### src/rtl/cdb_arbiter.sv
// Common data bus arbiter. Each execution unit parks one result in a
// holding buffer. Every cycle one buffered result is chosen and broadcast
// from an output register. Compare/branch (index 0) has fixed priority,
// the remaining units share the bus round-robin, and a per-buffer age
// counter lets a starving low-priority result override index 0.
module cdb_arbiter #(
    parameter int NUM_REQ      = 5,
    parameter int DATA_W       = 32,
    parameter int ROB_IDX_W    = 6,
    parameter int TAG_W        = 4,
    parameter int STARVE_LIMIT = 4
) (
    input  logic                         clk,
    input  logic                         rst,
    input  logic [NUM_REQ-1:0]           req_valid,
    output logic [NUM_REQ-1:0]           req_ready,
    input  logic [NUM_REQ*DATA_W-1:0]    req_data,
    input  logic [NUM_REQ*ROB_IDX_W-1:0] req_rob,
    input  logic [NUM_REQ*TAG_W-1:0]     req_tag,
    input  logic                         flush,
    input  logic [TAG_W-1:0]             flush_mask,
    output logic                         cdb_valid,
    output logic [DATA_W-1:0]            cdb_data,
    output logic [ROB_IDX_W-1:0]         cdb_rob,
    output logic [TAG_W-1:0]             cdb_tag,
    output logic [$clog2(NUM_REQ)-1:0]   cdb_src
);

    localparam int SRC_W = $clog2(NUM_REQ);
    localparam int AGE_W = $clog2(STARVE_LIMIT + 1);
    localparam logic [AGE_W-1:0] AGE_MAX = AGE_W'(STARVE_LIMIT);

    logic [NUM_REQ-1:0]   r_occ;
    logic [DATA_W-1:0]    r_bufData [NUM_REQ];
    logic [ROB_IDX_W-1:0] r_bufRob  [NUM_REQ];
    logic [TAG_W-1:0]     r_bufTag  [NUM_REQ];
    logic [AGE_W-1:0]     r_age     [1:NUM_REQ-1];
    logic [SRC_W-1:0]     r_rrPtr;

    logic                 r_cdbValid;
    logic [DATA_W-1:0]    r_cdbData;
    logic [ROB_IDX_W-1:0] r_cdbRob;
    logic [TAG_W-1:0]     r_cdbTag;
    logic [SRC_W-1:0]     r_cdbSrc;

    logic [NUM_REQ-1:0]   w_live;
    logic [NUM_REQ-1:0]   w_inKill;
    logic [NUM_REQ-1:0]   w_grant;
    logic [NUM_REQ-1:0]   w_accept;
    logic                 w_starveHit;
    logic                 w_rrHit;
    logic                 w_anyGrant;
    logic [SRC_W-1:0]     w_starveIdx;
    logic [SRC_W-1:0]     w_rrIdx;
    logic [SRC_W-1:0]     w_grantIdx;

    // k-th low-priority index visited when scanning upward from ptr, wrapping
    // from the last requester back to 1 so index 0 is never part of the scan.
    function automatic logic [SRC_W-1:0] rrIndex(input logic [SRC_W-1:0] ptr, input int k);
        int v;
        v = ((int'(ptr) - 1 + k) % (NUM_REQ - 1)) + 1;
        return SRC_W'(v);
    endfunction

    // A buffer is live unless its tag is being squashed this cycle; incoming
    // results carrying a squashed tag are marked so they are dropped on accept.
    always_comb begin
        w_live   = '0;
        w_inKill = '0;
        for (int i = 0; i < NUM_REQ; i++) begin
            w_live[i]   = r_occ[i] && !(flush && (|(r_bufTag[i] & flush_mask)));
            w_inKill[i] = flush && (|(req_tag[i*TAG_W +: TAG_W] & flush_mask));
        end
    end

    // Find the lowest starved low-priority buffer and the round-robin candidate.
    always_comb begin
        w_starveHit = 1'b0;
        w_starveIdx = '0;
        w_rrHit     = 1'b0;
        w_rrIdx     = '0;
        for (int j = NUM_REQ - 1; j >= 1; j--) begin
            if (w_live[j] && (r_age[j] == AGE_MAX)) begin
                w_starveHit = 1'b1;
                w_starveIdx = SRC_W'(j);
            end
        end
        for (int k = NUM_REQ - 2; k >= 0; k--) begin
            if (w_live[rrIndex(r_rrPtr, k)]) begin
                w_rrHit = 1'b1;
                w_rrIdx = rrIndex(r_rrPtr, k);
            end
        end
    end

    // Final pick: starvation override, then branch port, then round-robin.
    always_comb begin
        w_anyGrant = 1'b1;
        w_grantIdx = '0;
        w_grant    = '0;
        if (w_starveHit) begin
            w_grantIdx = w_starveIdx;
        end else if (w_live[0]) begin
            w_grantIdx = '0;
        end else if (w_rrHit) begin
            w_grantIdx = w_rrIdx;
        end else begin
            w_anyGrant = 1'b0;
        end
        if (w_anyGrant) begin
            w_grant[w_grantIdx] = 1'b1;
        end
    end

    assign req_ready = ~r_occ | w_grant;
    assign w_accept  = req_valid & req_ready;

    // Occupancy, aging, round-robin pointer and the broadcast register.
    always_ff @(posedge clk) begin
        if (rst) begin
            r_occ      <= '0;
            r_rrPtr    <= SRC_W'(1);
            r_cdbValid <= 1'b0;
            r_cdbData  <= '0;
            r_cdbRob   <= '0;
            r_cdbTag   <= '0;
            r_cdbSrc   <= '0;
            for (int j = 1; j < NUM_REQ; j++) begin
                r_age[j] <= '0;
            end
        end else begin
            for (int i = 0; i < NUM_REQ; i++) begin
                if (w_accept[i]) begin
                    r_occ[i] <= !w_inKill[i];
                end else if (w_grant[i]) begin
                    r_occ[i] <= 1'b0;
                end else begin
                    r_occ[i] <= w_live[i];
                end
            end
            for (int j = 1; j < NUM_REQ; j++) begin
                if (w_grant[j] || !w_live[j]) begin
                    r_age[j] <= '0;
                end else if (r_age[j] != AGE_MAX) begin
                    r_age[j] <= r_age[j] + AGE_W'(1);
                end
            end
            if (w_anyGrant) begin
                r_cdbValid <= 1'b1;
                r_cdbData  <= r_bufData[w_grantIdx];
                r_cdbRob   <= r_bufRob[w_grantIdx];
                r_cdbTag   <= r_bufTag[w_grantIdx];
                r_cdbSrc   <= w_grantIdx;
                if (w_grantIdx != '0) begin
                    if (w_grantIdx == SRC_W'(NUM_REQ - 1)) begin
                        r_rrPtr <= SRC_W'(1);
                    end else begin
                        r_rrPtr <= w_grantIdx + SRC_W'(1);
                    end
                end
            end else begin
                r_cdbValid <= 1'b0;
            end
        end
    end

    // Payload buffers need no reset; occupancy alone says whether they hold anything.
    always_ff @(posedge clk) begin
        for (int i = 0; i < NUM_REQ; i++) begin
            if (w_accept[i]) begin
                r_bufData[i] <= req_data[i*DATA_W +: DATA_W];
                r_bufRob[i]  <= req_rob[i*ROB_IDX_W +: ROB_IDX_W];
                r_bufTag[i]  <= req_tag[i*TAG_W +: TAG_W];
            end
        end
    end

    assign cdb_valid = r_cdbValid;
    assign cdb_data  = r_cdbData;
    assign cdb_rob   = r_cdbRob;
    assign cdb_tag   = r_cdbTag;
    assign cdb_src   = r_cdbSrc;

endmodule

### config.mk
export PLATFORM = sky130hd
export DESIGN_NAME = cdb_arbiter
export DESIGN_NICKNAME = d
export VERILOG_FILES = /design/src/rtl/cdb_arbiter.sv
export SDC_FILE = /design/constraint.sdc
export NUM_CORES = 1
export LEC_CHECK = 0
export ABC_CLOCK_PERIOD_IN_PS = 7700
export CORE_UTILIZATION = 30
export CTS_BUF_LIST = sky130_fd_sc_hd__clkbuf_8
export DETAILED_ROUTE_END_ITERATION = 10
export PLACE_DENSITY = 0.54
export SYNTH_ARGS = -nofsm -noshare
export SYNTH_HDL_FRONTEND = slang
export SYNTH_SLANG_ARGS = --single-unit
### constraint.sdc
create_clock -name clk -period 7.7 [get_ports clk]
set_input_delay 0.77 -clock clk [delete_from_list [all_inputs] [get_ports clk]]
set_output_delay 0.77 -clock clk [all_outputs]
set_load 0.01 [all_outputs]
==> results of run 1 <==
==> path summary, 6_finish.rpt <==
| path | endpoint | slack [ns] |
|---|---|---|
| worst max-delay path | req_ready[2] | 2.00 |
| worst min-delay path | cdb_data[0]$_SDFFE_PP0P_ | 0.50 |
| worst max register to register | cdb_data[16]$_SDFFE_PP0P_ | 2.52 |
| worst min register to register | cdb_data[0]$_SDFFE_PP0P_ | 0.50 |
==> layout make-up <==
class                      instances  share of cell area
sequential                       276               0.492
multi-input combinational        465               0.222
timing repair buffer             286               0.179
clock buffer                      51              0.0445
tap                              511              0.0406
clock inverter                    41              0.0167
inverter                          21             0.00500
antenna                            5            0.000794
==> metal layers <==
metal	routed length (um)	up-vias
met2	17600	266
met4	969	2
met1	15700	3980
met3	1960	66
met5	13	-
li1	-	3727
==> synth_stat cells, drive strengths merged (4+ instances only) <==
cell type	n	share of area
edfxtp	222	0.58
mux2i	85	0.074
nor2	68	0.022
dfxtp	54	0.094
a21oi	53	0.023
a211oi	43	0.034
o22a	42	0.032
buf	28	0.016
nand2	28	0.0093
clkbuf	24	0.0078
inv	21	0.0068
a22o	15	0.011
ha	14	0.015
o21ai	10	0.0050
a22oi	9	0.0059
nand3	8	0.0035
and2	7	0.0038
xnor2	7	0.0053
and3	6	0.0033
nand4	5	0.0027
nand2b	4	0.0022
nor3	4	0.0017
or3	4	0.0022
==> where the power goes <==
| part | leakage [nW] | total, mW | internal (mW) | switching (mW) |
|---|---|---|---|---|
| combinational | 2.80 | 2.28 | 0.939 | 1.34 |
| clock | 0.535 | 1.34 | 0.722 | 0.615 |
| sequential | 2.62 | 2.00 | 1.89 | 0.110 |
| total | 5.95 | 5.61 | 3.55 | 2.06 |
==> stage by stage <==
| step | util | power [mW] | cells | hold slack [ns] | area, sq um |
|---|---|---|---|---|---|
| after floorplan | - | 3.49 | 814 | 0.520 | 11500 |
| after global placement | 0.392 | 4.30 | 1559 | 0.469 | 14800 |
| after detailed placement | 0.392 | 4.32 | 1559 | 0.490 | 14800 |
| after CTS | 0.417 | 5.69 | 1651 | 0.498 | 15800 |
| after global routing | 0.417 | 5.93 | 1653 | 0.521 | 15800 |
| final | 0.417 | 5.61 | 1656 | 0.495 | 15800 |
==> worst min-delay path: stages, from the launching register on <==
cell	delay, ns
dfxtp_1	0.31
nor2_1	0.09
a211oi_1	0.05
==> registers in the layout (all words and copies together), names as in the netlist <==
name and cells:
cdb_tag 4, r_bufTag 20, r_bufData 160, r_occ 5, cdb_data 32, cdb_valid 1, cdb_src 3, r_age 12
cdb_rob 6, r_bufRob 30, r_rrPtr 3
==> layout by cell type, fill, tap and decap left out, types with 4 or more instances in the layout <==
| cell type | netlist | final |
|---|---|---|
| clkinv_2 | 0 | 13 |
| clkinv_1 | 0 | 13 |
| a211oi_1 | 28 | 28 |
| and2_1 | 7 | 4 |
| xnor2_1 | 7 | 7 |
| o21ai_1 | 4 | 4 |
| a22oi_1 | 9 | 9 |
| or3_1 | 4 | 4 |
| dfxtp_1 | 54 | 54 |
| nand3_1 | 8 | 8 |
| nand4_1 | 5 | 5 |
| a21oi_1 | 53 | 51 |
| a211oi_2 | 15 | 15 |
| and3_1 | 6 | 6 |
| o22a_1 | 42 | 42 |
| nand2_1 | 27 | 27 |
| diode_2 | 0 | 5 |
| edfxtp_1 | 222 | 222 |
| o21ai_0 | 4 | 4 |
| ha_1 | 14 | 14 |
| buf_4 | 8 | 15 |
| clkdlybuf4s50_1 | 0 | 271 |
| nor3_1 | 4 | 4 |
| mux2i_1 | 85 | 85 |
| nor2_1 | 68 | 68 |
| inv_1 | 19 | 28 |
| clkbuf_8 | 0 | 51 |
| a22o_1 | 15 | 15 |
==> kinds of logic after synthesis <==
group	share of synthesized area
DFF	0.672
AOI/OAI and AO/OA	0.142
and+or+nand+nor	0.0602
muxes	0.0738
buffers and inverters	0.0311
adders and majority gates	0.0152
xor gates and xnor gates	0.00607
other	0.000325
==> results.md, run 1 <==
Global route:
- For met3 alone, demand over resource in global routing was 0.0385.
- In the global route stage, overall resource usage came out at 0.183.
- For this run, global-route usage on met2 was measured as 0.307.
- The via count of the first global-routing pass is 8,389.
- Entering global routing, the biggest net connects 61 pins.
- The global-route met1 utilization is 0.234.
- The number of antenna violations at the first check in global routing is 5.
- The global-route wire length before repair is roughly 53,000 um.
- Global routing finished with a remaining overflow of 0.
- The most used routing layer in global routing is met2.

STA:
- The final setup TNS is 0 ns.
- The max-slew violation count is 0.
- The time the final worst path needs with I/O delays and setup is approximately 5.7 ns.
- In the post-route analysis, the smallest setup slack over all paths is between 1.5 and 2 ns.
- Setup violations remaining at the end of the flow were counted as 0.
- The maximum achievable frequency is roughly 180 MHz.
- In the finished design, the share of the clock period the worst path needs comes to 0.740.
- Setup repair after global routing left no endpoint under its margin.
- The measured slew at the worst slew-check pin is about 1.2 ns.
- The count of endpoints failing hold in the final timing report is 0.
- Clock skew on the completed layout was measured at approximately 0.014 ns.
- The worst slew margin relative to its limit is 0.168.

Final layout:
- The fraction of final layout cells with drive strength greater than 1 is 0.107.
- The area of all sequential standard cells is about 0.0077 sq mm.
- The layout has roughly 3,500 filler cells.
- After the last flow step, the layout net total stands at between 1,000 and 1,500.
- The multi-input combinational cells in the finished layout cover a total of between 0.003 and 0.004 sq mm.
- Relative to the synthesized area, the layout overhead comes to 36.6%.

Critical path:
- The signal on the critical path passes through buf_4, inv_1, ha_1, inv_1, nand2_1, or4_4, nand2_1, nor2_1, a32oi_4, buf_4, nand2_2, nand2_1, clkdlybuf4s50_1.
- The number of gates on the worst path with buffers counted is 13.
- The library cell appearing most often on the critical path is nand2_1.
- STA puts the critical path data required time at a little under 7 ns.
- Of all nets on the critical path, the largest fanout is between 50 and 60.
- STA classifies the critical path endpoint as a primary output.
- The cell type group with the largest total delay on the critical path is buffers and inverters.
- The launch point of the worst path is r_rrPtr[0]$_SDFFE_PP1P_.
- The buffer and inverter count on the worst path is 5.
- The worst register-to-register path has a depth of 13.
- STA classifies the critical path startpoint as a flop.
- The critical path in this run is classified as reg -> out.
- Data on the critical path arrives at its endpoint at ~5 ns.
- The slowest cell on the critical path is buf_4.
- The largest single stage delay on the critical path is 0.74 ns.
- The worst register-to-register path begins at r_rrPtr[0]$_SDFFE_PP1P_.

CTS:
- TritonCTS built the clock tree.
- After clock tree synthesis, the clock-pin slew on the worst setup and hold paths is 0.06 ns.
- The root buffer cell is clkbuf_8.
- The clock tree synthesis step divided the H-tree into 2 levels.
- Clock tree synthesis inserted a total of 49 buffers.
- The hold-fix buffer count after cts is 0.
- The number of gates resized after CTS is 0.
- The post-CTS setup buffer count is 0.
- At the later pin of the worst-skew pair, clock insertion delay measures 0.58 ns.
- The clock tree buffer depth is 3.
- The clock drives around 280 sinks.

Place:
- Once detailed placement completed, the half-perimeter wirelength came to between 20,000 and 25,000 um.
- At the placement stage, the worst setup path has a slack of around 2.1 ns.
- The port buffer count is ~270.
- Routability-driven placement finished with a final weighted congestion of ~0.85.

Drt:
- The iteration-0 DRC count of the detailed router is between 400 and 500.
- The total wirelength of the detailed-routed design is 36,200 um.
- In the routed layout, each cell is associated on average with a via count of around 4.9.
- In the final routed layout, each cell accounts on average for 21.9 um.
- The count of nets left with antenna violations after detail routing is 0.
- The routed layout has around 8,000 vias.
- The number of DRC violations after detailed routing is 0.
- The first-pass iteration count of the detailed router is 4.

Power:
- The peak supply drop is just over 300 uV.
- The power per unit of standard cell area is approximately 360 mW/mm^2.
- The leakage power is approximately 6.0 nW.

Floorplan:
- The floorplan step defined a die boundary enclosing roughly 0.039 sq mm.
- In this run the horizontal extent of the chip is 198 um.
- The starting density of the core is 0.306.
- The row count is approximately 70.
- The area of the core region is 0.0378 sq mm.
- The count of pins on the block boundary is roughly 270.
- The vertical die dimension is between 150 and 200 um.

Yosys:
- After synthesis, the netlist uses 70 different library cells.
- The fraction of registers with async set/reset is 0.
- The mean instance size in the synthesized netlist is about 14 sq um.
- The synthesized netlist occupies a cell area of 0.0115 sq mm.
- For this run, the number of Yosys warnings is 0.
- Synthesis produced a netlist whose cell count is 812.
- Synthesis inferred approximately 280 register bits.
- The number of synthesized flops with an enable pin is about 220.
- The share of the Yosys chip area taken by registers is 0.672.
- Among all flip-flop cells after synthesis, the most frequent one is edfxtp_1.

Worst hold path:
- The path class of the tightest hold or removal check is reg -> reg.
- The startpoint identified for the worst hold timing path is cdb_data[0]$_SDFFE_PP0P_.
- The depth of the worst hold-timing path is 2.

Outcome:
- The flow ran to the end, and the final reports show no timing, DRC or antenna violations.

Job:
- The tool flagged a number of max-cap violations equal to 0.
No activity file was read; power rests on OpenSTA's default activity.
==> inputs of run 2 (changes only) <==
Settings changed: ABC_CLOCK_PERIOD_IN_PS 7700 to 5600.
Clock period 7.7 ns to 5.6 ns, I/O delays scaled along.
==> run 2 against run 1 <==
  * Routed wire length shrank 0.61%
  * Via count decreased by 0.82%
  * Global-route usage is essentially flat
  * Critical endpoint is now req_ready[4]
  * Highest routed layer is now met4
==> results.md, run 2 (same netlist as run 1, synthesis figures left out) <==
CTS:
- The clock net in this run drives a total of between 200 and 300 sinks.
- Post-CTS repair changed the size of 0 cells.
- The total CTS buffers is 48.
- The clock-pin slew on the worst setup and hold paths is around 0.060 ns.
- The clock tree buffer depth is 3.
- The CTS tree is yes.
- The hold-fix buffer count after cts is 0.
- The total number of H-tree levels is 2.
- Clock latency on the worst-skew pair, taken at its later pin, is 0.61 ns.
- The post-CTS setup buffer count is 0.
- The root buffer cell is clkbuf_8.

STA:
- The maximum achievable frequency is 204 MHz.
- Setup repair after global routing left no endpoint under its margin.
- Measured against its own limit, the worst slew margin works out to 0.361.
- In the finished design, the share of the clock period the worst path needs comes to 0.874.
- The time the final worst path needs with I/O delays and setup is 4.90 ns.
- Setup total negative slack on the finished layout was measured at 0 ns.
- The clock arrives with 0.0260 ns of skew.
- The count of endpoints failing hold in the final timing report came to 0.
- The final-report setup violation count is 0.
- At the pin with the least slew margin, the transition time is around 0.96 ns.
- The max-slew violation count is 0.
- The post-route worst hold slack is 0.495 ns.

Floorplan:
- The floorplan step defined a die boundary enclosing 0.0392 sq mm.
- The die is between 150 and 200 um wide.
- For this configuration, the core starts out at a cell density of 0.306.
- The core region is ~0.038 sq mm.
- The vertical die dimension is between 150 and 200 um.
- The count of pins on the block boundary is 273.
- The row count is 71.

Critical path:
- Traced cell by cell, the critical path runs through buf_4, ha_1, nor3_1, and3_1, a22oi_1, a32oi_1, a2111o_1, a21boi_4, nand2b_1, clkdlybuf4s50_1.
- The worst path arrival time is approximately 4.3 ns.
- The data required time of the critical path is between 5 and 6 ns.
- The endpoint identified for the worst register-to-register timing path is cdb_data[26]$_SDFFE_PP0P_.
- The startpoint class of the critical path is a flop.
- The slowest cell on the critical path is a21boi_4.
- The register-to-register setup slack is ~1.4 ns.
- The critical path start-end classification is reg -> out.
- The launch instance of the worst register-to-register path is r_rrPtr[0]$_SDFFE_PP1P_.
- Along the worst path, the maximum fanout reaches 20.
- The worst setup path is captured at a primary output.
- The cell count of the worst reg-to-reg path is 12.
- The critical path ends at req_ready[4].
- In this design, the stage delay of the slowest critical-path cell is around 0.57 ns.
- In this run the worst setup path begins at r_rrPtr[0]$_SDFFE_PP1P_.

Global route:
- The via count of the first global-routing pass is 8,276.
- The number of antenna violations at the first check in global routing came to 6.
- The first global-routing pass estimated about 52,000 um of wire.
- The maximum number of pins on one net before global-route repair is around 60.
- For this run the aggregate overflow at the end of global routing stands at 0.
- For this run, the total global-route usage over all layers was measured as 0.183.

Drt:
- The total wirelength of the detailed-routed design is between 30,000 and 40,000 um.
- The first-pass iteration count of the detailed router is 4.
- After detailed routing, the average wire length per cell comes to approximately 22 um.
- The total via count in the routed design is roughly 8,000.
- Using the TritonRoute via totals, the vias-per-cell ratio works out to ~4.8.
- For this run, design rule violations remaining after detail routing come to 0.
- In this run the remaining antenna-violating nets after routing total 0.
- The iteration-0 DRC count of the detailed router is around 430.

Power:
- Internal power comes to around 4.8 mW.
- The net switching share of the total power is 0.373.
- VDD sags by at most 399 uV.
- The analysis attributes to net switching a power of between 2 and 3 mW.
- The fraction of power consumed by combinational cells is 0.420.
- Of the total power, the clock network draws 0.221.
- The power per unit of standard cell area is 483 mW/mm^2.
- The relative contribution of sequential cells to total power is 0.359.
- The analysis attributes to cell leakage a power of between 5 and 6 nW.

Final layout:
- The leading cell type in the layout, fill and taps excluded is clkdlybuf4s50_1.
- Leaving out fill and tap cells, the most frequent cells in the layout are clkdlybuf4s50_1, edfxtp_1, mux2i_1, nor2_1, dfxtp_1.
- The number of nets in the layout is about 1,300.
- In the final layout, the share of cells above drive strength 1 is 0.0979.
- Compared with the post-synthesis result, the final layout area differs by 36.4%.
- r_bufData holds more flip-flops than any other register.
- The flip-flop count of the largest register, all copies and words added is 160.

Place:
- The last weighted congestion value of the routability-driven placer is ~0.87.
- The detailed-placement wirelength estimate is 23,300 um.
- Input and output buffers added on the ports amount to between 200 and 300.

Outcome:
- The run finished with clean final reports.

Worst hold path:
- The classification of the worst-slack hold path is reg -> reg.

Job:
- The reported max-cap violation count is 0.
==> run 2: cell types whose count changed in the layout (fill, tap and decap cells not counted), sizes merged <==
cell,change
bufinv,-3
clkinv,-18
diode,+2
clkbuf,+1
inv,+14
==> run 2: routing by layer <==
layer / part of all wire / GRT usage / up-vias / routed length, um
li1: - / - / 3729 / -
met1: 0.43 / 0.226 / 3922 / 15400
met2: 0.49 / 0.303 / 267 / 17500
met3: 0.060 / 0.0416 / 57 / 2160
met4: 0.028 / 0.0861 / 0 / 1010
met5: 0 / 0 / - / 0
==> run 2: worst max-delay path: cells and delay by family (launching register included) <==
family | cells | cell delay [ns]
AO/OA/AOI/OAI | 4 | 1.56
buffers and inverters | 2 | 0.82
AND/OR/NAND/NOR | 3 | 0.59
adder cells (fa/ha/maj) | 1 | 0.43
flip-flops | 1 | 0.32
==> run 2: layout make-up <==
| cell class | count | area (sq um) |
|---|---|---|
| Tap cell | 511 | 639 |
| Clock buffer | 52 | 716 |
| Antenna cell | 7 | 17.5 |
| Multi-Input combinational cell | 465 | 3490 |
| Inverter | 21 | 78.8 |
| Fill cell | 3564 | 22000 |
| Timing Repair Buffer | 286 | 2900 |
| Clock inverter | 34 | 141 |
| Sequential cell | 276 | 7750 |
==> run 2: worst min path at each step <==
stage,end,depth (start not counted),slack [ns],from
after floorplan,cdb_data[0]$_SDFFE_PP0P_,2,0.52,cdb_data[0]$_SDFFE_PP0P_
after global placement,cdb_src[2]$_SDFFE_PP0P_,2,0.47,cdb_src[2]$_SDFFE_PP0P_
after detailed placement,cdb_src[1]$_SDFFE_PP0P_,2,0.48,cdb_src[1]$_SDFFE_PP0P_
after CTS,r_bufData[1][28]$_DFFE_PP_,1,0.44,req_data[60]
after global routing,r_bufData[0][24]$_DFFE_PP_,1,0.45,req_data[24]
final,cdb_data[25]$_SDFFE_PP0P_,2,0.49,cdb_data[25]$_SDFFE_PP0P_
==> run 2: stage by stage <==
stage | util | area (sq um) | power, mW | instances | setup WS (ns)
floorplan | - | 11500 | 4.81 | 814 | 0.381
global placement | 0.394 | 14900 | 6.01 | 1559 | 0.878
detailed placement | 0.394 | 14900 | 6.02 | 1559 | 0.826
CTS | 0.416 | 15700 | 7.74 | 1645 | 0.660
global route | 0.417 | 15700 | 8.03 | 1650 | 0.441
finish | 0.417 | 15700 | 7.61 | 1652 | 0.705
==> run 2: power groups by stage <==
stage	Clock, mW	Sequential (mW)	Combinational [mW]
floorplan	0	2.80	2.00
global placement	0	2.77	3.24
detailed placement	0	2.77	3.25
CTS	1.74	2.73	3.27
global route	1.81	2.76	3.46
finish	1.68	2.73	3.20
